$ cat config.mk
export PLATFORM = sky130hd
export DESIGN_NAME = instr_encoder_loader
export DESIGN_NICKNAME = d
export VERILOG_FILES = /design/src/rtl/instr_encoder_loader_pkg.sv /design/src/rtl/instr_encoder_loader_packer.sv /design/src/rtl/instr_encoder_loader.sv
export SDC_FILE = /design/constraint.sdc
export NUM_CORES = 1
export LEC_CHECK = 0
export ABC_AREA = 1
export BUFFER_PORTS_ARGS = -buffer_cell sky130_fd_sc_hd__buf_2
export CAP_MARGIN = 10
export CORE_AREA = 2 2 72 102
export CTS_CLUSTER_DIAMETER = 30
export DETAILED_ROUTE_END_ITERATION = 7
export DIE_AREA = 0 0 74 104
export PLACE_DENSITY = 0.79
export SETUP_SLACK_MARGIN = 0.1
export SLEW_MARGIN = 40
export SYNTH_ARGS = -nofsm -noshare
export SYNTH_HDL_FRONTEND = slang
export SYNTH_SLANG_ARGS = --single-unit
$ cat constraint.sdc
create_clock -name clk -period 2.1 [get_ports clk]
set_input_delay 0.21 -clock clk [delete_from_list [all_inputs] [get_ports clk]]
set_output_delay 0.21 -clock clk [all_outputs]
set_load 0.02 [all_outputs]
$ cat src/rtl/instr_encoder_loader_pkg.sv
// Shared constants for the instruction encoder/loader: class codes,
// fixed opcode fields, opcode-group prefixes and FSM states.
package instr_encoder_loader_pkg;

  localparam logic [2:0] CLS_R      = 3'd0;
  localparam logic [2:0] CLS_I      = 3'd1;
  localparam logic [2:0] CLS_LOAD   = 3'd2;
  localparam logic [2:0] CLS_STORE  = 3'd3;
  localparam logic [2:0] CLS_BRANCH = 3'd4;
  localparam logic [2:0] CLS_JUMP   = 3'd5;

  localparam logic [5:0] OP_R = 6'b000000;
  localparam logic [5:0] OP_J = 6'b000010;

  // Upper three opcode bits that identify each I-format class
  localparam logic [2:0] OPG_I      = 3'b001;
  localparam logic [2:0] OPG_LOAD   = 3'b100;
  localparam logic [2:0] OPG_STORE  = 3'b101;
  localparam logic [2:0] OPG_BRANCH = 3'b000;

  typedef enum logic [1:0] {
    S_IDLE,
    S_ACCEPT,
    S_WRITE,
    S_DONE
  } state_t;

endpackage

$ cat src/rtl/instr_encoder_loader_packer.sv
// Combinational packing of instruction fields into a 32-bit MIPS word,
// plus the legality check matching the control unit's class decode.
module instr_field_packer
  import instr_encoder_loader_pkg::*;
(
  input  logic [2:0]  cls,
  input  logic [5:0]  op,
  input  logic [4:0]  rs,
  input  logic [4:0]  rt,
  input  logic [4:0]  rd,
  input  logic [4:0]  shamt,
  input  logic [15:0] imm,
  input  logic [25:0] target,
  output logic [31:0] word,
  output logic        legal
);

  // Select the format by class and check the opcode belongs to that class
  always_comb begin
    word  = '0;
    legal = 1'b0;
    case (cls)
      CLS_R: begin
        word  = {OP_R, rs, rt, rd, shamt, op};
        // funct 0 is only allowed as the all-zero NOP
        legal = (op != OP_R) || ({rs, rt, rd, shamt} == '0);
      end
      CLS_I: begin
        word  = {op, rs, rt, imm};
        legal = (op[5:3] == OPG_I);
      end
      CLS_LOAD: begin
        word  = {op, rs, rt, imm};
        legal = (op[5:3] == OPG_LOAD);
      end
      CLS_STORE: begin
        word  = {op, rs, rt, imm};
        legal = (op[5:3] == OPG_STORE);
      end
      CLS_BRANCH: begin
        word  = {op, rs, rt, imm};
        legal = (op[5:3] == OPG_BRANCH) && op[2] && !op[1];
      end
      CLS_JUMP: begin
        word  = {OP_J, target};
        legal = 1'b1;
      end
      default: begin
        word  = '0;
        legal = 1'b0;
      end
    endcase
  end

endmodule

$ cat src/rtl/instr_encoder_loader.sv
// Loads encoded instruction words sequentially into instruction memory.
// One bundle is accepted, then written on the following cycle.
module instr_encoder_loader
  import instr_encoder_loader_pkg::*;
#(
  parameter int unsigned ADDR_W    = 8,
  parameter int unsigned BASE_ADDR = 0
) (
  input  logic              clk,
  input  logic              rst,
  input  logic              start,
  input  logic              in_valid,
  output logic              in_ready,
  input  logic [2:0]        in_class,
  input  logic [5:0]        in_op,
  input  logic [4:0]        in_rs,
  input  logic [4:0]        in_rt,
  input  logic [4:0]        in_rd,
  input  logic [4:0]        in_shamt,
  input  logic [15:0]       in_imm,
  input  logic [25:0]       in_target,
  input  logic              in_last,
  output logic              imem_we,
  output logic [ADDR_W-1:0] imem_addr,
  output logic [31:0]       imem_wdata,
  output logic              done,
  output logic              err,
  output logic              overflow,
  output logic [ADDR_W:0]   count
);

  localparam logic [ADDR_W-1:0] BASE      = ADDR_W'(BASE_ADDR);
  localparam logic [ADDR_W-1:0] LAST_ADDR = '1;

  state_t              state;
  state_t              state_nx;
  logic [31:0]         enc_word;
  logic                enc_legal;
  logic [ADDR_W-1:0]   addr;
  logic [ADDR_W:0]     cnt;
  logic [31:0]         wdata;
  logic                last_q;
  logic                err_q;
  logic                ovf_q;

  instr_field_packer u_packer (
    .cls    (in_class),
    .op     (in_op),
    .rs     (in_rs),
    .rt     (in_rt),
    .rd     (in_rd),
    .shamt  (in_shamt),
    .imm    (in_imm),
    .target (in_target),
    .word   (enc_word),
    .legal  (enc_legal)
  );

  // State register
  always_ff @(posedge clk) begin
    if (rst) state <= S_IDLE;
    else     state <= state_nx;
  end

  // Next-state decode and state-derived strobes
  always_comb begin
    state_nx = state;
    in_ready = 1'b0;
    imem_we  = 1'b0;
    done     = 1'b0;
    case (state)
      S_IDLE: begin
        if (start) state_nx = S_ACCEPT;
      end
      S_ACCEPT: begin
        in_ready = 1'b1;
        if (in_valid) begin
          if (enc_legal)    state_nx = S_WRITE;
          else if (in_last) state_nx = S_DONE;
        end
      end
      S_WRITE: begin
        imem_we = 1'b1;
        // in_last takes priority, so a final word in the last slot is not an overflow
        if (last_q || (addr == LAST_ADDR)) state_nx = S_DONE;
        else                               state_nx = S_ACCEPT;
      end
      S_DONE: begin
        done = 1'b1;
        if (start) state_nx = S_ACCEPT;
      end
      default: state_nx = S_IDLE;
    endcase
  end

  // Address/count progression, captured word and sticky session flags
  always_ff @(posedge clk) begin
    if (rst) begin
      addr   <= BASE;
      cnt    <= '0;
      wdata  <= '0;
      last_q <= 1'b0;
      err_q  <= 1'b0;
      ovf_q  <= 1'b0;
    end else begin
      case (state)
        S_IDLE, S_DONE: begin
          if (start) begin
            addr  <= BASE;
            cnt   <= '0;
            err_q <= 1'b0;
            ovf_q <= 1'b0;
          end
        end
        S_ACCEPT: begin
          if (in_valid) begin
            if (enc_legal) begin
              wdata  <= enc_word;
              last_q <= in_last;
            end else begin
              err_q <= 1'b1;
            end
          end
        end
        S_WRITE: begin
          addr <= addr + 1'b1;
          cnt  <= cnt + 1'b1;
          if (!last_q && (addr == LAST_ADDR)) ovf_q <= 1'b1;
        end
        default: ;
      endcase
    end
  end

  assign imem_addr  = addr;
  assign imem_wdata = wdata;
  assign err        = err_q;
  assign overflow   = ovf_q;
  assign count      = cnt;

endmodule

==> results of run 1 <==
## logic make-up (layout without fill, tap and decap cells)
| kind of cell | count (synthesis) | count (layout) | share of synthesized area [%] |
|---|---|---|---|
| AOI/OAI and AO/OA | 93 | 93 | 18.08 |
| adders and majority gates | 5 | 5 | 1.932 |
| buffers and inverters | 58 | 180 | 9.892 |
| DFF | 54 | 54 | 33.38 |
| and+or+nand+nor | 252 | 252 | 36.71 |
## metal layers
metal  GRT usage [%]  share of wire, %
met4           8.442               2.9
met2           41.52                51
met1           25.06                39
met5               0                 0
met3           4.651               7.1
## sequential cells by signal (all words and copies together), names as in the netlist
name,count
count,9
err,1
imem_addr,8
imem_wdata,32
last_q,1
overflow,1
state,2
## layout make-up
cell class / count / area [um2] / share of cell area [%]
multi-input cells: 350 / 1839 / 45.61
inverters: 34 / 130.1 / 3.227
clock inverters: 2 / 16.27 / 0.4034
repair buffers: 138 / 763.2 / 18.93
flip-flops and latches: 54 / 1082 / 26.84
well taps: 95 / 118.9 / 2.948
clock buffers: 6 / 82.58 / 2.048
## repair_timing
item	CTS	global route
endpoints found under the setup margin	0	3
setup buffers	0	1
resized for setup	0	3
## worst paths after layout
kind | start | endpoint | slack, ns | cells past startpoint
setup reg to reg | state[0]$_SDFFE_PP0P_ | count[4]$_SDFFE_PP0P_ | 0.30 | 12
hold reg to reg | imem_wdata[30]$_SDFFE_PP0P_ | imem_wdata[30]$_SDFFE_PP0P_ | 0.44 | 2
hold / removal | rst | last_q$_SDFFE_PP0P_ | 0.15 | 2
setup / recovery | state[0]$_SDFFE_PP0P_ | count[4]$_SDFFE_PP0P_ | 0.30 | 12
## cells in the mapped netlist (all sizes together)
master | count | area [um2]
a211oi | 2 | 15.01
nor3 | 11 | 55.05
or2 | 4 | 25.03
inv | 32 | 120.1
dfxtp | 54 | 1081
a21o | 1 | 7.510
a22oi | 10 | 75.07
a21oi | 69 | 420.4
nand3 | 45 | 325.3
nor4 | 2 | 12.51
o21a | 2 | 15.01
buf | 22 | 183.9
clkinv | 2 | 8.750
nand2 | 120 | 465.5
ha | 5 | 62.56
clkbuf | 2 | 7.510
nand4 | 2 | 12.51
and3 | 1 | 6.260
nor2 | 67 | 286.5
o21ai | 9 | 52.55
## placed cells by master (no fill, tap or decap), types with 5 or more instances in the layout
| master | Yosys | layout |
|---|---|---|
| a21oi_1 | 49 | 49 |
| inv_2 | 5 | 6 |
| inv_1 | 27 | 26 |
| o21ai_0 | 7 | 7 |
| nor2_1 | 55 | 55 |
| dfxtp_1 | 54 | 53 |
| nand3_2 | 20 | 20 |
| a21oi_2 | 20 | 20 |
| clkbuf_8 | 0 | 6 |
| nand2_1 | 116 | 116 |
| nand3_1 | 25 | 25 |
| buf_4 | 2 | 5 |
| nor2_2 | 11 | 11 |
| a22oi_1 | 10 | 10 |
| buf_2 | 12 | 129 |
| nor3_1 | 11 | 11 |
## power by group
part           switching, mW  internal (mW)  total, mW
registers             0.0695           1.11       1.18
logic                  0.778          0.425       1.20
clock network          0.366          0.272      0.639
total                   1.21           1.81       3.02
## critical path: stages (launching register included)
cell	delay [ns]
dfxtp_2	0.37
inv_1	0.05
ha_2	0.31
inv_1	0.05
nand2_2	0.07
nand2_2	0.12
inv_4	0.12
nand2_1	0.06
nor2_1	0.11
nand2_1	0.11
buf_4	0.15
o21ai_0	0.14
a21oi_1	0.05
==> flow_summary.yaml, run 1 <==
sta:
  rsz0062_at_grt: "false"
  layout_setup_ws_ns: 0.2972
  setup_viol: 0
  tightest_slew_ns: 0.6964
  fin_crit_sh_pct: 85.85
  clock_skew_ns: 0.01083
  max_slew_margin_pct: 53.57
  drv_slew: 0
  fmax_mhz: 554.7
  tns_ns: 0
  hold_slack_ns: 0.1537
  final.min_clock_period_ns: 1.803
  finalHoldViolations: 0
drt:
  drc_errors: 0
  drtIter0Drc: 161
  vias_per_cell: 5.069
  routedWlPerCell_um: 12.98
  vias: 3442
  drt-total-wl_um: 8815
  dr.pass1.iters: 4
  ant_nets: 0
floorplanning:
  die_area_mm2: 0.007696
  die_x_um: 74
  die_h_um: 104
  coreArea_mm2: 0.006802
  start_util_pct: 47.61
  placementRows: 36
  io_pins: 130
synthesis:
  yosysWarnings: 0
  seq_area_frac_synth_pct: 33.38
  syn_nets: 543
  syn-cell-area_mm2: 0.003238
  synth_cell_types: 35
  syn_avg_cell_area_um2: 7.009
  synth_seq_cells: 54
  synth_cells: 462
global_route:
  grt_pass1_vias: 3240
  grtUsageTotal_pct: 22.85
  antenna_found_initial: 0
  grt_overflow: 0
  grt_max_degree: 41
  grt_pass1_wl_um: 14220
placement:
  place_inst: 670
  dp_hpwl_um: 6828
  placed_area_mm2: 0.003921
  post-place-ws_ns: 0.3050
  io_buffers: 129
  finalWeightedCongestion: 0.9080
final_layout:
  synthToLayoutAreaGrowth_pct: 24.54
  fin_cells: 679
  fillers: 649
  fin_util_pct: 59.29
  drive_gt1_share_pct: 36.64
  diodes: 0
  final_area_mm2: 0.004033
  fin_nets: 664
pwr:
  p_per_area_mw_per_mm2: 749.5
  p_leak_nw: 1.906
  vdd_drop_max_v: 0.0005482
  finalPower_mw: 3.023
worst_setup_path:
  path_max_fanout: 9
  crit_path_end_kind: "register"
  required_ns: 2.32
  crit_type: "reg -> reg"
  worst_setup_path_start_kind: "register"
  arrival_ns: 2.03
clocking:
  cts_buffers: 5
  path_clk_slew_ns: 0.10
  cts-root-buf: "clkbuf_8"
  clk_latency_ns: 0.32
  cts_tree: "done"
  ctsHoldBuffers: 0
  clockBufferDepth: 2
  cts_sinks: 54
  cts_max_level: 2
status:
  run_status: "finished clean"
run:
  maxCapViolCount: 0
hold_path:
  hold_path.class: "in -> reg"
Note: power is estimated with default switching activity, not from simulation.
==> inputs of run 2 (changes only) <==
==> constraint.sdc (replaced) <==
create_clock -name clk -period 2.1 [get_ports clk]
set_input_delay 0.105 -clock clk [delete_from_list [all_inputs] [get_ports clk]]
set_output_delay 0.105 -clock clk [all_outputs]
set_load 0.02 [all_outputs]
==> run 2 against run 1 <==
Against the previous run:
- routed wire length shrank 2.9%
- clock-buffer cell count stayed put
- clock skew increased by 0.00053 ns
- sequential cell count did not move
- register-to-register slack better by 0.03 ns
- core utilization decreased by 0.28 points
- critical path type unchanged
- largest power group is now sequential cells
==> flow_summary.yaml, run 2 (synthesized netlist as in run 1, its figures left out) <==
global_route:
  grt_pass1_vias: 3050
  grtUsageTotal_pct: 21.84
  antenna_found_initial: 0
  grt_max_degree: 66
  grt_overflow: 0
  grt_pass1_wl_um: 13470
hold_path:
  hold_path.class: "in -> reg"
pwr:
  p_sw_share_pct: 39.95
  finalPower_mw: 2.982
  clockPowerShare_pct: 21.0
  p_per_area_mw_per_mm2: 742.8
  power_frac_comb_pct: 39.5
  vdd_drop_max_v: 0.0007715
  p_leak_nw: 1.898
  p_int_mw: 1.790
  seq_power_share_pct: 39.5
  p_switching_mw: 1.191
final_layout:
  fin_nets: 662
  multi_input_area_mm2: 0.001848
  regArea_mm2: 0.001082
  fillers: 664
  diodes: 0
  largest_register_ffs: 32
  final_common_cell: "buf_2"
  synthToLayoutAreaGrowth_pct: 23.96
  drive_gt1_share_pct: 36.77
  mostFrequentLayoutCells: "129 x buf_2, 115 x nand2_1, 55 x nor2_1, 53 x dfxtp_1, 49 x a21oi_1"
worst_setup_path:
  crit_path_max_incr_delay_ns: 0.36
  cp_slowest_cell: "dfxtp_2"
  required_ns: 2.35
  crit_family: "simple AND/OR/NAND/NOR gates"
  crit_type: "reg -> reg"
  arrival_ns: 2.03
  crit_buf_inv: 3
  path_common_cell: "nand2_1"
  crit_path_end_kind: "register"
  worst_setup_path_start_kind: "register"
  path_cells: "inv_1 -> ha_2 -> inv_1 -> nand2_2 -> nand2_2 -> clkinv_2 -> and3_1 -> nand2_1 -> nor2_1 -> nand2_1 -> nand2_1 -> nand2_1 -> nor2_1"
  path_max_fanout: 9
clocking:
  ctsHoldBuffers: 0
  clockBufferDepth: 2
  cts-root-buf: "clkbuf_8"
  cts_tree: "done"
  cts_buffers: 5
  cts_max_level: 2
  cts_sinks: 54
  clk_latency_ns: 0.31
  path_clk_slew_ns: 0.10
  post_cts_buffers: 0
sta:
  final.min_clock_period_ns: 1.777
  clock_skew_ns: 0.01136
  max_slew_margin_pct: 53.06
  drv_slew: 0
  tightest_slew_ns: 0.7041
  rsz0062_at_grt: "false"
  fmax_mhz: 562.8
  hold_slack_ns: 0.05662
  fin_crit_sh_pct: 84.61
  finalHoldViolations: 0
  setup_viol: 0
  tns_ns: 0
floorplanning:
  start_util_pct: 47.61
  placementRows: 36
  coreArea_mm2: 0.006802
  die_area_mm2: 0.007696
  io_pins: 130
  die_h_um: 104
  die_x_um: 74
placement:
  io_buffers: 129
  finalWeightedCongestion: 0.8770
  dp_hpwl_um: 6601
drt:
  drc_errors: 0
  drtIter0Drc: 123
  dr.pass1.iters: 4
  vias: 3430
  vias_per_cell: 5.066
  drt-total-wl_um: 8563
  ant_nets: 0
  routedWlPerCell_um: 12.65
status:
  run_status: "finished clean"
run:
  maxCapViolCount: 0
[run 2: metrics by stage]
stage,cells,area [um2],worst slack (ns),util (%)
2_1_floorplan,462,3238,0.3249,-
3_3_place_gp,669,3901,0.3770,57.36
3_5_place_dp,669,3901,0.2850,57.36
4_1_cts,677,4001,0.2881,58.83
5_1_grt,677,4014,0.1180,59.01
6_report,677,4014,0.3233,59.01
[run 2: worst paths after layout]
check | from | end | slack [ns] | depth (start not counted)
worst min register to register | imem_wdata[30]$_SDFFE_PP0P_ | imem_wdata[30]$_SDFFE_PP0P_ | 0.45 | 2
worst max register to register | state[0]$_SDFFE_PP0P_ | count[7]$_SDFFE_PP0P_ | 0.32 | 13
worst min-delay path | rst | last_q$_SDFFE_PP0P_ | 0.06 | 2
worst max-delay path | state[0]$_SDFFE_PP0P_ | count[7]$_SDFFE_PP0P_ | 0.32 | 13
[run 2: layer usage]
| metal | vias to the layer above | GRT usage [%] | routed length [um] |
|---|---|---|---|
| met2 | 107 | 40.56 | 4482 |
| met3 | 14 | 4.070 | 484 |
| met4 | 0 | 7.013 | 163 |
| li1 | 1756 | - | - |
| met1 | 1553 | 23.86 | 3433 |
| met5 | - | 0 | 0 |
[run 2: final cells by class]
cell class                 instances  area share, %
tap                               95          2.961
clock buffer                       6          2.057
sequential                        54          26.96
timing repair buffer             136          18.33
clock inverter                     2         0.4364
inverter                          34          3.211
multi-input combinational        350          46.04
[run 2: power groups by stage]
stage	Sequential (mW)	Combinational, mW	Clock (mW)
2_1_floorplan	1.27	0.776	0
3_3_place_gp	1.20	1.14	0
3_5_place_dp	1.20	1.17	0
4_1_cts	1.18	1.18	0.654
5_1_grt	1.19	1.30	0.685
6_report	1.18	1.18	0.626
[run 2: timing repair]
item	4_1_cts	5_1_grt
setup endpoints to repair	0	3
gates resized for setup	0	4
endpoints found under the hold margin	0	0
[run 2: worst register-to-register path: stages (launching register included)]
cell      delay, ns
dfxtp_2        0.36
inv_1          0.05
ha_2           0.31
inv_1          0.06
nand2_2        0.07
nand2_2        0.11
clkinv_2       0.13
and3_1         0.20
nand2_1        0.06
nor2_1         0.12
nand2_1        0.08
nand2_1        0.06
nand2_1        0.04
nor2_1         0.08
==> inputs of run 3 (changes only) <==
- CORE_AREA: 2 2 72 102 -> 2 2 76 107
- DIE_AREA: 0 0 74 104 -> 0 0 78 109
- PLACE_DENSITY: 0.79 -> 0.75
- clock period: 2.1 -> 1.4 ns (I/O delays scaled with it)
==> run 3 against run 2 <==
Against the previous run:
- core utilization grew 8.2 points
- sequential cell count stayed put
- non-clock buffer count grew 47
- the run now ends with negative setup slack left
==> flow_summary.yaml, run 3 (synthesized netlist as in run 1, its figures left out) <==
status:
  run_status: "complete, but fails checks"
  violations: "negative setup slack"
sta:
  fin_crit_sh_pct: 112.8
  final.min_clock_period_ns: 1.580
  rsz0062_at_grt: "true"
  setup_viol: 28
  clock_skew_ns: 0.006207
  fmax_mhz: 633.1
  layout_setup_ws_ns: -0.1796
  tns_ns: -1.935
  tightest_slew_ns: 0.4527
  drv_slew: 0
  finalHoldViolations: 0
  hold_slack_ns: 0.03648
  max_slew_margin_pct: 69.77
placement:
  dp_hpwl_um: 7191
  finalWeightedCongestion: 0.8081
  post-place-ws_ns: -0.2034
  place_inst: 694
  placed_area_mm2: 0.004156
  io_buffers: 129
run:
  maxCapViolCount: 0
drt:
  dr.pass1.iters: 4
  ant_nets: 0
  drc_errors: 0
  vias_per_cell: 5.163
  drtIter0Drc: 177
  routedWlPerCell_um: 15.27
  drt-total-wl_um: 11130
  vias: 3764
worst_setup_path:
  arrival_ns: 1.82
  required_ns: 1.64
  crit_type: "reg -> reg"
  r2r_end: "imem_addr[5]$_SDFFE_PP0P_"
  worst-r2r-cell-count: 13
  path_max_fanout: 4
  crit_path_end_kind: "register"
  worst_setup_path_start_kind: "register"
  reg2reg_slack_ns: -0.18
  r2r_start: "state[0]$_SDFFE_PP0P_"
global_route:
  grtUsageTotal_pct: 24.90
  grt_pass1_wl_um: 17010
  grt_pass1_vias: 3657
  grt_max_degree: 35
  antenna_found_initial: 0
  grt_overflow: 0
clocking:
  clk_latency_ns: 0.33
  cts-root-buf: "clkbuf_8"
  cts_max_level: 2
  clockBufferDepth: 2
  path_clk_slew_ns: 0.10
  cts_sinks: 54
  cts_tree: "done"
  cts_buffers: 5
final_layout:
  largest_register_ffs: 32
  synthToLayoutAreaGrowth_pct: 57.84
  fin_util_pct: 67.19
  drive_gt1_share_pct: 53.58
  diodes: 0
  final_common_cell: "buf_2"
  final_area_mm2: 0.005111
  fin_cells: 729
  mostFrequentLayoutCells: "126 x buf_2, 95 x nand2_1, 48 x nor2_1, 48 x dfxtp_1, 31 x a21oi_1"
  fin_nets: 709
pwr:
  vdd_drop_max_v: 0.001082
  p_per_area_mw_per_mm2: 1233
  finalPower_mw: 6.303
  p_leak_nw: 2.331
floorplanning:
  die_h_um: 109
  die_area_mm2: 0.008502
  die_x_um: 78
  placementRows: 38
  io_pins: 130
  coreArea_mm2: 0.007607
  start_util_pct: 42.57
hold_path:
  hold_start: "rst"
  min_to: "count[1]$_SDFFE_PP0P_"
  hold_path.class: "in -> reg"
  holdPathStages: 2
==> run 3: cell types whose count changed in the layout (fill, tap and decap cells not counted), moves of 13 or more <==
cell     delta
nand2_1    -20
a21oi_4    +13
a21oi_1    -18
nand2_2    +14
buf_6      +16
buf_4      +23
==> run 3: layout make-up <==
class | count | area (um2)
fillers | 618 | 2496
clock buffers | 6 | 72.57
multi-input cells | 350 | 2325
inverters | 34 | 147.6
clock inverters | 2 | 13.76
repair buffers | 183 | 1339
well taps | 100 | 125.1
flip-flops and latches | 54 | 1089
==> run 3: critical path: stages, from the launching register on <==
cell      delay [ns]
dfxtp_2         0.35
inv_2           0.05
ha_4            0.28
inv_4           0.04
nand2_4         0.07
nand2_4         0.07
clkinv_4        0.06
nand2_1         0.07
inv_2           0.10
nand2_4         0.07
nor2_4          0.12
buf_4           0.11
buf_4           0.09
nor2_1          0.03
==> run 3: what timing repair did <==
action                                  in CTS  in global routing
endpoints found under the setup margin      52                 57
resized for setup                           70                 73
pin swaps                                   39                 60
setup buffers                               21                  8
hold endpoints to repair                     0                  0
cloned                                       7                  0
hold buffers                                 0                  0
==> run 3: where the power goes <==
group	internal, mW	total (mW)	switching (mW)	leakage, nW
logic	1.73	3.61	1.88	1.85
clock network	0.355	0.901	0.546	0.0452
registers	1.67	1.79	0.115	0.440
total	3.76	6.30	2.54	2.33
==> run 3: worst max-delay path by stage <==
stage / from / endpoint / slack, ns
after floorplan: state[0]$_SDFFE_PP0P_ / count[7]$_SDFFE_PP0P_ / -0.17
after global placement: state[0]$_SDFFE_PP0P_ / count[7]$_SDFFE_PP0P_ / -0.13
after global routing: state[0]$_SDFFE_PP0P_ / count[7]$_SDFFE_PP0P_ / -0.28
final: state[0]$_SDFFE_PP0P_ / imem_addr[5]$_SDFFE_PP0P_ / -0.18
after detailed placement: state[0]$_SDFFE_PP0P_ / count[6]$_SDFFE_PP0P_ / -0.20
after CTS: state[0]$_SDFFE_PP0P_ / count[6]$_SDFFE_PP0P_ / -0.15
==> run 3: per-layer routing <==
metal	global-route usage (%)	vias up	wire (um)	part of all wire [%]
met5	0	-	0	0
met4	9.148	0	259	2.3
met3	4.387	24	541	4.9
met2	48.28	124	6071	55
met1	26.63	1770	4256	38
li1	-	1846	-	-
